`config.mk`:
```
export PLATFORM = sky130hd
export DESIGN_NAME = mem2_load_stage
export DESIGN_NICKNAME = d
export VERILOG_FILES = /design/src/rtl/mem2_load_stage.sv
export SDC_FILE = /design/constraint.sdc
export NUM_CORES = 1
export LEC_CHECK = 0
export BUFFER_PORTS_ARGS = -buffer_cell sky130_fd_sc_hd__buf_2
export CORE_AREA = 2 2 118 120
export CTS_CLUSTER_SIZE = 24
export DETAILED_ROUTE_END_ITERATION = 16
export DIE_AREA = 0 0 120 122
export PLACE_DENSITY = 0.8
export SLEW_MARGIN = 30
export SYNTH_ARGS = -nofsm -noshare
export SYNTH_HDL_FRONTEND = slang
export SYNTH_SLANG_ARGS = --single-unit
```
`constraint.sdc`:
```
create_clock -name clk -period 2.1 [get_ports clk]
set_input_delay 0.21 -clock clk [delete_from_list [all_inputs] [get_ports clk]]
set_output_delay 0.21 -clock clk [all_outputs]
set_load 0.005 [all_outputs]
```
`src/rtl/mem2_load_stage.sv`:
```
`default_nettype none
// ============================================================================
// Module      : mem2_load_stage
// Description : Second memory pipeline stage. Holds one instruction between
//               MEM and WB, waits for the dcache read response of a load,
//               buffers an early response when the stage cannot advance,
//               discards responses that belong to flushed loads, and aligns
//               and extends the returned word for LB/LBU/LH/LHU/LW.
// Ports       : clk, rst            - clock, synchronous active-high reset
//               mem2_wr, mem2_flush - hazard-unit advance / bubble controls
//               mem_*               - instruction bundle from the MEM stage
//               dcache_rvalid/rdata - dcache read response (1-cycle pulse)
//               mem2_stall          - held load still waiting for data
//               wb_*                - writeback bundle, wb_commit = retire
//               fwd_valid           - wb_dst/wb_data may be bypassed
// Revision    : 1.0 - initial release
// ============================================================================
module mem2_load_stage #(
    parameter int DROP_W = 2
) (
    input  logic        clk,
    input  logic        rst,
    input  logic        mem2_wr,
    input  logic        mem2_flush,
    input  logic        mem_valid,
    input  logic [31:0] mem_pc,
    input  logic [31:0] mem_addr,
    input  logic [31:0] mem_result,
    input  logic [4:0]  mem_dst,
    input  logic        mem_reg_wr,
    input  logic [2:0]  mem_load_type,
    input  logic        mem_dreq,
    input  logic        dcache_rvalid,
    input  logic [31:0] dcache_rdata,
    output logic        mem2_stall,
    output logic        wb_commit,
    output logic [31:0] wb_pc,
    output logic [4:0]  wb_dst,
    output logic        wb_wen,
    output logic [31:0] wb_data,
    output logic        fwd_valid
);

    localparam logic [2:0]        c_lt_lb    = 3'd1;
    localparam logic [2:0]        c_lt_lbu   = 3'd2;
    localparam logic [2:0]        c_lt_lh    = 3'd3;
    localparam logic [2:0]        c_lt_lhu   = 3'd4;
    localparam logic [DROP_W-1:0] c_drop_max = '1;

    // Stage register
    logic              r_valid;
    logic [31:0]       r_pc;
    logic [1:0]        r_addr;
    logic [31:0]       r_result;
    logic [4:0]        r_dst;
    logic              r_reg_wr;
    logic [2:0]        r_load_type;
    logic              r_is_load;
    logic              r_buf_valid;
    logic [31:0]       r_buf_data;
    logic [DROP_W-1:0] r_drop_cnt;

    logic        w_drop_zero;
    logic        w_complete;
    logic        w_stall;
    logic        w_advance;
    logic        w_wait;
    logic        w_buf_capture;
    logic        w_drop_inc;
    logic        w_drop_dec;
    logic [31:0] w_raw;
    logic [7:0]  w_byte;
    logic [15:0] w_half;
    logic [31:0] w_load_data;

    // A response is ours only when no flushed load is still owed one.
    assign w_drop_zero   = (r_drop_cnt == '0);
    assign w_complete    = !r_is_load || r_buf_valid || (dcache_rvalid && w_drop_zero);
    assign w_wait        = r_valid && r_is_load && !r_buf_valid;
    assign w_stall       = r_valid && r_is_load && !w_complete;
    assign w_advance     = mem2_wr && !w_stall;
    assign w_buf_capture = w_wait && dcache_rvalid && w_drop_zero && !w_advance;
    assign w_drop_inc    = w_advance && mem2_flush && mem_valid && mem_dreq;
    assign w_drop_dec    = dcache_rvalid && !w_drop_zero;

    always_ff @(posedge clk) begin
        if (rst) begin
            r_valid     <= 1'b0;
            r_pc        <= '0;
            r_addr      <= '0;
            r_result    <= '0;
            r_dst       <= '0;
            r_reg_wr    <= 1'b0;
            r_load_type <= '0;
            r_is_load   <= 1'b0;
            r_buf_valid <= 1'b0;
            r_buf_data  <= '0;
            r_drop_cnt  <= '0;
        end else begin
            if (w_advance) begin
                if (mem2_flush) begin
                    r_valid     <= 1'b0;
                    r_pc        <= '0;
                    r_addr      <= '0;
                    r_result    <= '0;
                    r_dst       <= '0;
                    r_reg_wr    <= 1'b0;
                    r_load_type <= '0;
                    r_is_load   <= 1'b0;
                end else begin
                    r_valid     <= mem_valid;
                    r_pc        <= mem_pc;
                    r_addr      <= mem_addr[1:0];
                    r_result    <= mem_result;
                    r_dst       <= mem_dst;
                    r_reg_wr    <= mem_reg_wr;
                    r_load_type <= mem_load_type;
                    r_is_load   <= mem_dreq && (mem_load_type != 3'd0);
                end
                r_buf_valid <= 1'b0;
                r_buf_data  <= '0;
            end else if (w_buf_capture) begin
                r_buf_valid <= 1'b1;
                r_buf_data  <= dcache_rdata;
            end

            // Simultaneous increment and decrement cancel out.
            if (w_drop_inc && !w_drop_dec) begin
                if (r_drop_cnt != c_drop_max) begin
                    r_drop_cnt <= r_drop_cnt + 1'b1;
                end
            end else if (w_drop_dec && !w_drop_inc) begin
                r_drop_cnt <= r_drop_cnt - 1'b1;
            end
        end
    end

    // Load alignment and extension
    assign w_raw  = r_buf_valid ? r_buf_data : dcache_rdata;
    assign w_half = r_addr[1] ? w_raw[31:16] : w_raw[15:0];

    always_comb begin
        w_byte = w_raw[7:0];
        case (r_addr)
            2'd1:    w_byte = w_raw[15:8];
            2'd2:    w_byte = w_raw[23:16];
            2'd3:    w_byte = w_raw[31:24];
            default: w_byte = w_raw[7:0];
        endcase
    end

    always_comb begin
        w_load_data = w_raw;
        case (r_load_type)
            c_lt_lb:  w_load_data = {{24{w_byte[7]}}, w_byte};
            c_lt_lbu: w_load_data = {24'd0, w_byte};
            c_lt_lh:  w_load_data = {{16{w_half[15]}}, w_half};
            c_lt_lhu: w_load_data = {16'd0, w_half};
            default:  w_load_data = w_raw;
        endcase
    end

    // Outputs are forced low while reset is asserted so that the stage
    // reads as empty even before the first reset edge.
    assign mem2_stall = !rst && w_stall;
    assign wb_commit  = !rst && w_advance && r_valid;
    assign wb_pc      = rst ? 32'd0 : r_pc;
    assign wb_dst     = rst ? 5'd0  : r_dst;
    assign wb_data    = rst ? 32'd0 : (r_is_load ? w_load_data : r_result);
    assign wb_wen     = !rst && r_valid && r_reg_wr && w_complete;
    assign fwd_valid  = !rst && r_valid && r_reg_wr && w_complete;

endmodule
`default_nettype wire

```
==> results list, run 1 <==
* Final Cycle Share: 1.20
- Buffers inserted during clock tree synthesis total 9.
* Largest cells by area after synthesis: dfxtp_1 38%, a22o_1 11%, mux4_2 7.9%
- DR vias: around 6100
- Pin count of the biggest net entering global routing: 37
- Overall die area: about 15000 um2
- Together, buffers and inverters on the worst path number 2.
- The largest single stage delay on the critical path is 0.55 ns.
- The repair_antennas step left the layout with diodes totalling 0.
* Layout cells sized above 1: 0.439
* Post-synth EDFFs: 0
* Mean post-synth cell area: around 9.3 um2
* Number of hold-repair buffers added at the cts stage: 0
- After routing the design area is roughly 8300 um2.
- Once placement completed, the tool counted placed cells totaling between 900 and 1000.
- The sequential cells in the finished layout cover a total of about 2300 um2.
* Die Y-Extent: between 100 and 150 um
- The worst-case IR drop observed on VDD is slightly above 0.0004 V.
- Across the run, the number of max-cap violations was 0.
* Time the final worst path needs with I/O delays and setup: 2.52 ns
- Launching element type of the critical path: flop
* Unrepaired setup endpoints after global routing: yes
- Based on the critical path, the design can be clocked at up to 397 MHz.
- Dividing total power by cell area gives a power density of ~560 nW/um2.
* Worst hold slack: approximately 0.05 ns
* Total number of cells along the worst setup path: 6
- The tree built by TritonCTS fans out to 112 sinks.
- Clock latency on the worst-skew pair, taken at its later pin, is ~0.36 ns.
- I/O pin count: about 220
- Via count of the first global-routing pass: 5471
- Multi-input logic area: around 3800 um2
- Root Driver: clkbuf_16
* Most instantiated flip-flop cell in the synthesis netlist: dfxtp_1
- Average wire per cell in the routed design: ~20 um
* Drt first pass iters: 5
- DRC violation count after routing: 0
* Status: complete, but fails checks
* Startpoint of the lowest-slack hold path: mem_pc[2]
* Row cnt: 43
* Filler instances: approximately 1100
* Global route hottest layer: met2
* Layout area overhead: 39.6%
- Net count after synthesis: ~800
* Count of port buffers added during placement: ~190
- Once placement finished, the instance area stood at 7290 um2.
- In the global route stage, met3 resource usage came out at 0.0632.
- Leaving out filler cells and counting taps, the final layout contains just over 1000.
- Worst max-slew margin expressed relative to the limit: 0.653
* Post-Route WL: a little over 20 mm
- For this design the static power due to leakage is roughly 3.3 nW.
- Initial Utilization: 0.441
* Most frequent standard cell in the layout excluding fill and tap cells: buf_2
- Worst Path Arrival: around 2.3 ns
- The worst setup path is of the flop to output pin kind.
- After global routing the overflow that remains totals 0.
- Initial antenna violation count: 0
* Cell family with most CP delay: compound AO/OA/AOI/OAI gates
* CTS H-Tree Depth: 3
- The biggest area contributor in the post-synthesis netlist is dfxtp_1.
- First-pass GRT wire length: between 20 and 30 mm
- Endpoints failing hold: 0
- For met2 alone, demand over resource in global routing was 0.401.
- The critical path goes through mux4_2 > a311o_1 > buf_4 > a31oi_1 > o21ai_1 > buf_2.
* Post-Synthesis Cells: 640
* Via/cell ratio: about 6
* Clock tree from TritonCTS: done
- Post-route setup TNS: -10.10 ns
- Post-detailed-route count of antenna-violating nets: 0
- After synthesis, the share of flip-flops with an asynchronous set or reset is 0.
- The cell area that synthesis handed to floorplanning was 5950 um2.
- For this run, the number of Yosys warnings is 0.
- Of the synthesized area, sequential elements account for 0.377.
- Setup violations remaining at the end of the flow were counted as 35.
* Required time reported for the critical path endpoint: roughly 1.9 ns
- Number of max-slew violations in the final report: 0
- Kind of capture point of the worst setup path: output pin
- Across the routed clock network, the largest skew measured is about 0.0094 ns.
- Across every metal layer, demand over resource in global routing totals 0.262.
- In this run the critical register-to-register path is launched from r_buf_valid$_SDFFE_PP0P_.
- Register bit count reported by yosys: approximately 110
- CP max-delay cell: mux4_2
- Leaving out fill and tap cells, the most frequent cells in the layout are 186 x buf_2, 106 x dfxtp_1, 76 x a22o_1.
- Classification of the worst-slack hold path: input pin to flop
- Portion of synthesized cell area occupied by the leading cell type: 0.377
- Clock-pin slew was measured on the worst setup and hold paths at about 0.080 ns.
- Worst Slack Setup Final: -0.419 ns
* Critical Path Start: r_buf_valid$_SDFFE_PP0P_
* Biggest fanout along the worst timing path: 8
* DRC marker count from the first detailed-route iteration: 628
- The wire-length estimate of the detail-placed layout is ~14 mm.
- In this run the standard cell core region covers between 10000 and 15000 um2.
- Measured in cells, the most critical reg-to-reg path has a length of 9.
- The worst hold path was traced through 2 stages.
- Clock Path Buffers: 2
- Routability-driven placement finished with a final weighted congestion of between 0.9 and 1.
- For the pin with the worst max-slew slack, the measured transition is 0.520 ns.
- Met1 track demand over resource: 0.367
- Horizontal die dimension: ~120 um
- The final reports fail on negative setup slack.
- Final nets: 981
- Post-synth cell types: 50
[layer usage]
| layer | share of wire | wire (um) | up-vias |
|---|---|---|---|
| li1 | - | - | 2787 |
| met1 | 0.43 | 8730 | 2949 |
| met2 | 0.47 | 9520 | 322 |
| met3 | 0.082 | 1680 | 48 |
| met4 | 0.024 | 490 | 0 |
| met5 | 0 | 0 | - |
[path summary, 6_finish.rpt]
path                                 to  slack [ns]
max                         wb_data[25]       -0.42
min                r_pc[2]$_SDFFE_PP0N_        0.05
max reg2reg       r_pc[29]$_SDFFE_PP0N_       -0.01
min reg2reg  r_buf_data[7]$_SDFFE_PP0P_        0.46
[final cells by class]
| cell class | count | area share |
|---|---|---|
| Timing Repair Buffer | 255 | 0.214 |
| Sequential cell | 112 | 0.271 |
| Clock buffer | 10 | 0.0276 |
| Multi-Input combinational cell | 455 | 0.452 |
| Inverter | 4 | 0.00181 |
| Tap cell | 180 | 0.0271 |
| Clock inverter | 6 | 0.00618 |
[state kept, by name (all words and copies together) (netlist names)]
name	flops
r_addr	2
r_buf_data	32
r_buf_valid	1
r_drop_cnt	2
r_dst	5
r_is_load	1
r_load_type	3
r_pc	32
r_reg_wr	1
r_result	32
r_valid	1
[cells in the mapped netlist, types with 2 or more instances]
library cell and instances:
dfxtp_1 112, a22o_1 76, nand2_1 69, a21oi_1 46, nor2b_1 38, clkbuf_1 33
nor2_1 30, o21ai_0 26, mux2i_1 25, mux4_2 21, buf_2 20, a31oi_1 17
nor3b_1 16, a211oi_1 14, a221oi_1 13, mux2_2 11, buf_4 8, a311o_1 7
o21ai_1 7, buf_6 6, nor3_1 6, nand3b_1 4, o21bai_1 3, a311oi_1 2
clkinv_1 2, inv_1 2, nand2b_1 2, or3_1 2
[stage by stage]
step | utilization | setup slack [ns] | power, mW
after floorplan | - | 0.0586 | 2.61
after global placement | 0.538 | -0.0838 | 2.91
after detailed placement | 0.540 | -0.0966 | 2.92
after CTS | 0.585 | -0.323 | 4.63
after global routing | 0.615 | -0.462 | 4.86
final | 0.615 | -0.419 | 4.68
[power by group]
part | internal [mW] | leakage [nW] | switching (mW)
Clock | 0.827 | 0.139 | 0.847
Sequential | 2.18 | 0.914 | 0.0290
Combinational | 0.378 | 2.27 | 0.425
[cell families (layout without fill, tap and decap cells)]
logic type             after synthesis  in the layout  synth area share
XOR/XNOR                             1              1           0.00147
AND/OR/NAND/NOR                    177            177             0.152
AO/OA/AOI/OAI                      220            220             0.264
multiplexers                        57             57             0.142
flip-flops                         112            112             0.377
buffers and inverters               73            275            0.0631
[what timing repair did]
item	CTS	global route
resized for setup	62	54
pin swaps	7	17
setup buffers	2	6
cloned	2	6
endpoints found under the setup margin	33	64
Note: power is estimated with default switching activity, not from simulation.
==> run 2: changes to the inputs <==
--- a/config.mk
+++ b/config.mk
@@ -10,6 +10,7 @@
 export CTS_CLUSTER_SIZE = 24
 export DETAILED_ROUTE_END_ITERATION = 16
 export DIE_AREA = 0 0 120 122
+export MAX_ROUTING_LAYER = met4
 export PLACE_DENSITY = 0.8
 export SLEW_MARGIN = 30
 export SYNTH_ARGS = -nofsm -noshare
==> results list, run 2 (same netlist as run 1, synthesis figures left out) <==
- The number of buffer cells added on primary ports was 186 (unchanged).
* Post-Route WL: 20.0 mm (was 20.4 mm)
- Portion of total power attributed to combinational logic: 0.157 (was 0.171)
- R2R setup slack: 0.10 ns (was -0.01 ns)
- The wire length of the first global-routing pass came to 29.3 mm (was 30.0 mm).
- The number of iterations in the first detailed-routing pass was 6 (was 5).
- Status: complete, but fails checks (unchanged).
- Top achievable clock speed: 405 MHz (was 397 MHz)
- DRC violation count after routing: 0 (unchanged)
* Worst r2r path cells: 6 (was 9)
- Root Driver: clkbuf_16 (unchanged)
- DR vias: 5981 (was 6106)
- Biggest fanout along the worst timing path: 8 (unchanged)
- The internal cell power came to 3.51 mW (was 3.38 mW).
* Layout cells sized above 1: 0.416 (was 0.439)
* Post-detailed-route count of antenna-violating nets: 0 (unchanged)
- The deepest clock path buffer count is 2 (unchanged).
* Global-route congestion overflow total: 0 (unchanged)
- Largest regs: r_buf_data (32), r_pc (32), r_result (32) (unchanged).
* Row cnt: 43 (unchanged)
* Sequence of cells on the critical path: mux2_4 > mux4_2 > nand3_4 > clkbuf_16 > o21ai_1 > buf_2 (was mux4_2 > a311o_1 > buf_4 > a31oi_1 > o21ai_1 > buf_2)
* Launching element type of the critical path: flop (unchanged)
* Time the final worst path needs with I/O delays and setup: 2.47 ns (was 2.52 ns)
* Worst max-slew margin expressed relative to the limit: 0.541 (was 0.653)
- The endpoint arrival time on the critical path was 2.26 ns (was 2.31 ns).
* Destination of the worst register-to-register timing path: r_result[11]$_SDFFE_PP0N_ (was r_pc[29]$_SDFFE_PP0N_)
* Via/cell ratio: 5.89 (was 5.97)
* Core area: 13500 um2 (unchanged)
- The maximum number of pins on one net before global-route repair is 48 (was 37).
- Number of hold-repair buffers added at the cts stage: 0 (unchanged)
- Slew at the pin with the worst max-slew slack: 0.687 ns (was 0.520 ns)
- Met2 usage: 0.404 (was 0.401)
- The area growth from synthesis to layout came to 35.8% (was 39.6%).
* Via count of the first global-routing pass: 5375 (was 5471)
- The clock-pin slew of the registers on the worst-case setup and hold paths is 0.08 ns (about the same).
- Clk sink count: 112 (unchanged)
- Commonest cells after routing, fill and taps aside: 186 x buf_2, 109 x dfxtp_1, 76 x a22o_1 (was 186 x buf_2, 106 x dfxtp_1, 76 x a22o_1).
* Post-route setup TNS: -9.16 ns (was -10.10 ns)
- The worst setup path category was flop to output pin (unchanged).
- Worst-case setup slack after placement: -0.0793 ns (was -0.0966 ns)
- Number of antenna diodes: 0 (unchanged)
- Delay of the slowest critical-path stage: 0.53 ns (was 0.55 ns)
- R2R Path Start: r_buf_valid$_SDFFE_PP0P_ (unchanged)
- Violated checks: negative setup slack (unchanged)
* Power Total: 4.80 mW (was 4.68 mW)
- The data required time at the worst endpoint came to 1.89 ns (about the same).
- Standby leakage power: 3.27 nW (was 3.33 nW)
- The met1 usage is 0.364 (was 0.367).
- Ratio of total power to cell area: 594 nW/um2 (was 564 nW/um2)
- The chip width was 120 um (unchanged).
- Worst Slack Setup Final: -0.371 ns (was -0.419 ns)
- Max IR drop VDD: 0.000373 V (was 0.000404 V)
* Gpl congestion: 0.968 (was 0.923)
- Unrepaired setup endpoints after global routing: yes (unchanged).
- Final nets: 975 (was 981)
- The highest-delay cell along the critical path is mux4_2 (unchanged).
* Final clock skew: 0.00504 ns (was 0.00944 ns)
- Classification of the worst-slack hold path: input pin to flop (unchanged)
- The clock group share of total power was 0.383 (was 0.357).
- The die outline height was 122 um (unchanged).
* Clock tree from TritonCTS: done (unchanged)
- The total CTS buffers was 9 (unchanged).
- Endpoints failing hold: 0 (unchanged)
* Global-route usage over all layers: 0.266 (was 0.262)
- The part of the power in registers is 0.460 (was 0.471).
* P_sw: 1.29 mW (was 1.30 mW)
- Initial Utilization: 0.441 (unchanged)
- Number of max-slew violations in the final report: 0 (unchanged)
- Hold worst-path end: r_dst[2]$_SDFFE_PP0N_ (was r_pc[2]$_SDFFE_PP0N_)
- The iteration-0 DRC count of the detailed router is 611 (was 628).
- Setup Viol. Count Final: 32 (was 35)
- Met3 GRT Util: 0.0393 (was 0.0632)
- The die footprint was 14600 um2 (unchanged).
- Initial antenna violation count: 0 (unchanged)
- Average wire per cell in the routed design: 19.7 um (was 20.0 um)
* CTS H-Tree Depth: 3 (unchanged)
- Most frequent standard cell in the layout excluding fill and tap cells: buf_2 (unchanged)
- The half-perimeter wire length after detailed placement is 13.9 mm (was 13.7 mm).
- The worst hold path cell count came to 2 (unchanged).
- The I/O pin count is 217 (unchanged).
- The highest-utilization routing layer at the global route stage was met2 (unchanged).
- Startpoint of the lowest-slack hold path: mem_dst[2] (was mem_pc[2])
* Final Cycle Share: 1.18 (was 1.20)
* Kind of capture point of the worst setup path: output pin (unchanged)
- The max-capacitance violation count was 0 (unchanged).
- The proportion of total power due to net switching is 0.269 (was 0.278).
- The source-to-sink clock delay at the later pin of the worst-skew pair was 0.37 ns (was 0.36 ns).
run 2: cell count changes in the layout (fill, tap and decap cells not counted), moves of 3 or more:
cell     before  now
buf_6        10    5
dfxtp_1     106  109
mux2i_4       4    0
a31oi_2       6    3
a31oi_1       8   13
o21ai_1      13   16
mux2i_2       3    6
o21ai_2       3    0
run 2: worst max-delay path by stage:
stage	to	slack, ns	start	depth (start not counted)
final	wb_data[31]	-0.37	r_buf_valid$_SDFFE_PP0P_	6
after global routing	wb_data[31]	-0.40	r_buf_valid$_SDFFE_PP0P_	6
after CTS	wb_data[16]	-0.31	r_buf_valid$_SDFFE_PP0P_	6
after detailed placement	wb_data[16]	-0.08	r_buf_valid$_SDFFE_PP0P_	6
after global placement	wb_data[16]	-0.09	r_buf_valid$_SDFFE_PP0P_	6
after floorplan	wb_data[30]	0.06	r_buf_valid$_SDFFE_PP0P_	6
run 2: area by class of cell:
class                           count  area (um2)
Inverter                            4        15.0
Fill cell                        1148        5420
Timing Repair Buffer              249        1670
Sequential cell                   112        2250
Clock inverter                      6        76.3
Tap cell                          180         225
Multi-Input combinational cell    455        3610
Clock buffer                       10         239
run 2: per-stage QoR:
| stage | area [um2] | hold slack, ns | instances | util |
|---|---|---|---|---|
| after floorplan | 5950 | 0.335 | 640 | - |
| after global placement | 7300 | 0.420 | 991 | 0.541 |
| after detailed placement | 7330 | 0.422 | 992 | 0.543 |
| after CTS | 7910 | 0.0411 | 1013 | 0.586 |
| after global routing | 8080 | 0.0440 | 1016 | 0.598 |
| final | 8080 | 0.0477 | 1016 | 0.598 |
run 2: power by group through the flow:
stage	Clock, mW	Sequential [mW]	Combinational [mW]
2_1_floorplan	0	2.24	0.366
3_3_place_gp	0	2.25	0.657
3_5_place_dp	0	2.26	0.670
4_1_cts	1.86	2.21	0.709
5_1_grt	1.95	2.21	0.802
6_report	1.84	2.21	0.754
run 2: timing repair:
item | 4_1_cts | 5_1_grt
endpoints found under the setup margin | 32 | 35
gates resized for setup | 54 | 23
pin swaps | 13 | 5
cloned | 1 | 2
buffers inserted | 4 | 1
run 2: layer usage:
metal  part of all wire  vias to the layer above
met5                  0                        -
met4              0.026                        0
met3              0.077                       40
met2               0.47                      295
met1               0.43                     2866
li1                   -                     2780
run 2: worst max-delay path: cells and delay by family, from the launching register on:
family                 cells  cell delay [ns]
muxes                      2             0.86
buffers and inverters      2             0.32
DFF                        1             0.45
AOI/OAI and AO/OA          1             0.10
and+or+nand+nor            1             0.16
==> run 3: changes to the inputs <==
--- a/config.mk
+++ b/config.mk
@@ -6,10 +6,10 @@
 export NUM_CORES = 1
 export LEC_CHECK = 0
 export BUFFER_PORTS_ARGS = -buffer_cell sky130_fd_sc_hd__buf_2
-export CORE_AREA = 2 2 118 120
+export CORE_AREA = 2 2 166 87
 export CTS_CLUSTER_SIZE = 24
 export DETAILED_ROUTE_END_ITERATION = 16
-export DIE_AREA = 0 0 120 122
+export DIE_AREA = 0 0 168 89
 export MAX_ROUTING_LAYER = met4
 export PLACE_DENSITY = 0.8
 export SLEW_MARGIN = 30
==> results list, run 3 (same netlist as run 1, synthesis figures left out) <==
* Global route hottest layer: met2 (unchanged)
- The kind of path behind the tightest hold check was input pin to flop (unchanged).
- Final nets: 995 (was 975)
* Layout area overhead: 40.6% (was 35.8%)
- Drt first pass iters: 6 (unchanged)
- P_sw: 1.31 mW (was 1.29 mW)
- The total detailed-routing wirelength came to 21.4 mm (was 20.0 mm).
- Via/cell ratio: 6.10 (was 5.89)
- Layout cells sized above 1: 0.435 (was 0.416)
- The I/O pin count is 217 (unchanged).
- Commonest cells after routing, fill and taps aside: 186 x buf_2, 106 x dfxtp_1, 76 x a22o_1 (was 186 x buf_2, 109 x dfxtp_1, 76 x a22o_1)
- Core area: 13300 um2 (was 13500 um2)
- R2R Path Start: r_buf_valid$_SDFFE_PP0P_ (unchanged)
- The setup skew after layout is 0.00831 ns (was 0.00504 ns).
* Filler instances: 1013 (was 1148)
* Proportion of power drawn by flip-flops and latches: 0.447 (was 0.460)
* Number of antenna diodes: 0 (unchanged)
- Number of cells on the worst hold path: 2 (unchanged)
* Status: complete, but fails checks (unchanged)
- The total CTS buffers came to 9 (unchanged).
* Ratio of total power to cell area: 591 nW/um2 (was 594 nW/um2)
- DRC violation count after routing: 0 (unchanged)
- Global-route congestion overflow total: 0 (unchanged)
- Kind of capture point of the worst setup path: output pin (unchanged)
- Kind of critical path: flop to output pin (unchanged)
- Final cell area excluding filler cells: 8370 um2 (was 8080 um2)
- The depth of the most critical reg-to-reg path was 7 (was 6).
- Clk sink count: 112 (unchanged)
- Pin count of the biggest net entering global routing: 65 (was 48)
- Standby leakage power: 3.38 nW (was 3.27 nW)
* Portion of total power attributed to combinational logic: 0.167 (was 0.157)
- R2R setup slack: -0.05 ns (was 0.10 ns)
- Post-detailed-route count of antenna-violating nets: 0 (unchanged)
* Max IR drop VDD: 0.000360 V (was 0.000373 V)
- The routability congestion estimate from global placement is 0.963 (was 0.968).
- Most frequent standard cell in the layout excluding fill and tap cells: buf_2 (unchanged)
- Worst Slack Setup Final: -0.388 ns (was -0.371 ns)
- Skew-Pair Late Insertion Delay: 0.35 ns (was 0.37 ns)
- The data required time at the worst endpoint came to 1.89 ns (about the same).
- Clock Path Buffers: 2 (unchanged)
- Setup Viol. Count Final: 52 (was 32)
- Number of hold-repair buffers added at the cts stage: 0 (unchanged)
- Die Y-Extent: 89 um (was 122 um)
- Worst hold slack: 0.0581 ns (was 0.0477 ns)
- The area after detailed placement is 7300 um2 (was 7330 um2).
- Endpoints failing hold: 0 (unchanged)
- Slew at the pin with the worst max-slew slack: 0.630 ns (was 0.687 ns)
- The cell chosen for the clock root is clkbuf_16 (unchanged).
- The wire length of the first global-routing pass was 29.4 mm (was 29.3 mm).
- The upper clock frequency limit came to 402 MHz (was 405 MHz).
- Clock tree from TritonCTS: done (unchanged)
* Reg clk slew, reported paths: 0.08 ns (about the same)
* Met2 usage: 0.421 (was 0.404)
- Met1 track demand over resource: 0.319 (was 0.364)
- The endpoint arrival time on the critical path came to 2.28 ns (was 2.26 ns).
- Max Cap Viol: 0 (unchanged)
- The CTS H-tree depth is 3 (unchanged).
- The time the final worst path needs with I/O delays and setup was 2.49 ns (was 2.47 ns).
- Overall die area: 15000 um2 (was 14600 um2)
- The via count of the first global-routing pass is 5625 (was 5375).
- Global-route usage over all layers: 0.256 (was 0.266)
- The startpoint of the most critical hold path was mem_pc[27] (was mem_dst[2]).
- Hold worst-path end: r_pc[27]$_SDFFE_PP0N_ (was r_dst[2]$_SDFFE_PP0N_)
* Share of total power in the clock network: 0.386 (was 0.383)
- Worst max-slew margin expressed relative to the limit: 0.578 (was 0.541)
- Final Cycle Share: 1.18 (about the same)
- The chip width is 168 um (was 120 um).
- The detail-routed net length per standard cell came to 20.7 um (was 19.7 um).
- Initial Utilization: 0.447 (was 0.441)
* Number of max-slew violations in the final report: 0 (unchanged)
- Row cnt: 30 (was 43)
- Launching element type of the critical path: flop (unchanged)
- The half-perimeter wire length after detailed placement came to 13.7 mm (was 13.9 mm).
- DR vias: 6300 (was 5981)
* Count of port buffers added during placement: 186 (unchanged)
* Met3 GRT Util: 0.0580 (was 0.0393)
- DRC marker count from the first detailed-route iteration: 745 (was 611)
* Unrepaired setup endpoints after global routing: yes (unchanged)
* Internal power contribution: 3.64 mW (was 3.51 mW)
* Violated checks: negative setup slack (unchanged)
- Biggest fanout along the worst timing path: 6 (was 8)
- The number of antenna violations at the first check in global routing was 0 (unchanged).
- The reg-to-reg critical path endpoint is r_result[13]$_SDFFE_PP0N_ (was r_result[11]$_SDFFE_PP0N_).
- Largest regs: r_buf_data (32), r_pc (32), r_result (32) (unchanged).
- The proportion of total power due to net switching was 0.265 (was 0.269).
-- run 3: cell count changes in the layout (fill, tap and decap cells not counted), moves of 3 or more --
cell / before / now
buf_12: 13 / 10
inv_6: 0 / 4
mux2i_4: 0 / 6
buf_6: 5 / 10
clkbuf_16: 11 / 14
o21ai_0: 17 / 20
a221oi_2: 12 / 9
buf_4: 40 / 54
a21oi_2: 4 / 1
mux2i_2: 6 / 1
dfxtp_1: 109 / 106
o21ai_1: 16 / 11
a221oi_4: 0 / 4
-- run 3: power groups by stage --
stage / registers (mW) / clock network [mW] / logic (mW)
6_report: 2.21 / 1.91 / 0.825
5_1_grt: 2.22 / 2.03 / 0.871
4_1_cts: 2.21 / 1.94 / 0.714
3_5_place_dp: 2.26 / 0 / 0.674
3_3_place_gp: 2.26 / 0 / 0.664
2_1_floorplan: 2.24 / 0 / 0.366
-- run 3: stage by stage --
| step | setup TNS [ns] | utilization | cells | power (mW) | setup WS, ns |
|---|---|---|---|---|---|
| after floorplan | 0 | - | 640 | 2.61 | 0.0586 |
| after global placement | -1.87 | 0.548 | 993 | 2.92 | -0.0998 |
| after detailed placement | -4.56 | 0.548 | 993 | 2.93 | -0.149 |
| after CTS | -6.93 | 0.592 | 1014 | 4.86 | -0.267 |
| after global routing | -13.30 | 0.628 | 1032 | 5.11 | -0.470 |
| final | -10.35 | 0.628 | 1032 | 4.95 | -0.388 |
-- run 3: repair_timing --
action	CTS	global route
setup endpoints to repair	110	74
setup buffers	4	12
cloned	1	8
pin swaps	8	14
resized for setup	48	51
-- run 3: area by class of cell --
class,count,area (um2),area share
Clock inverter,7,106,0.0127
Inverter,4,15.0,0.00179
Multi-Input combinational cell,457,3740,0.447
Sequential cell,112,2250,0.269
Timing Repair Buffer,267,1800,0.216
Clock buffer,9,225,0.0269
Tap cell,176,220,0.0263
-- run 3: worst max path at each step --
stage                        endpoint  cells after the start  slack, ns                startpoint
after floorplan           wb_data[30]                      6       0.06  r_buf_valid$_SDFFE_PP0P_
after detailed placement  wb_data[14]                      5      -0.15  r_buf_valid$_SDFFE_PP0P_
final                     wb_data[16]                      6      -0.39  r_buf_valid$_SDFFE_PP0P_
after global placement    wb_data[14]                      5       -0.1  r_buf_valid$_SDFFE_PP0P_
after CTS                  wb_data[9]                      6      -0.27  r_buf_valid$_SDFFE_PP0P_
after global routing      wb_data[16]                      6      -0.47  r_buf_valid$_SDFFE_PP0P_
-- run 3: layer usage --
layer	part of all wire	vias up
met3	0.11	87
li1	-	2829
met5	0	-
met2	0.45	457
met1	0.40	2927
met4	0.039	0
-- run 3: critical path, cell delays in order (launching register included) --
cell and delay, ns:
dfxtp_4 0.40, mux4_2 0.54, a311o_1 0.43, buf_4 0.18
a31oi_1 0.11, o21ai_0 0.11, buf_2 0.15
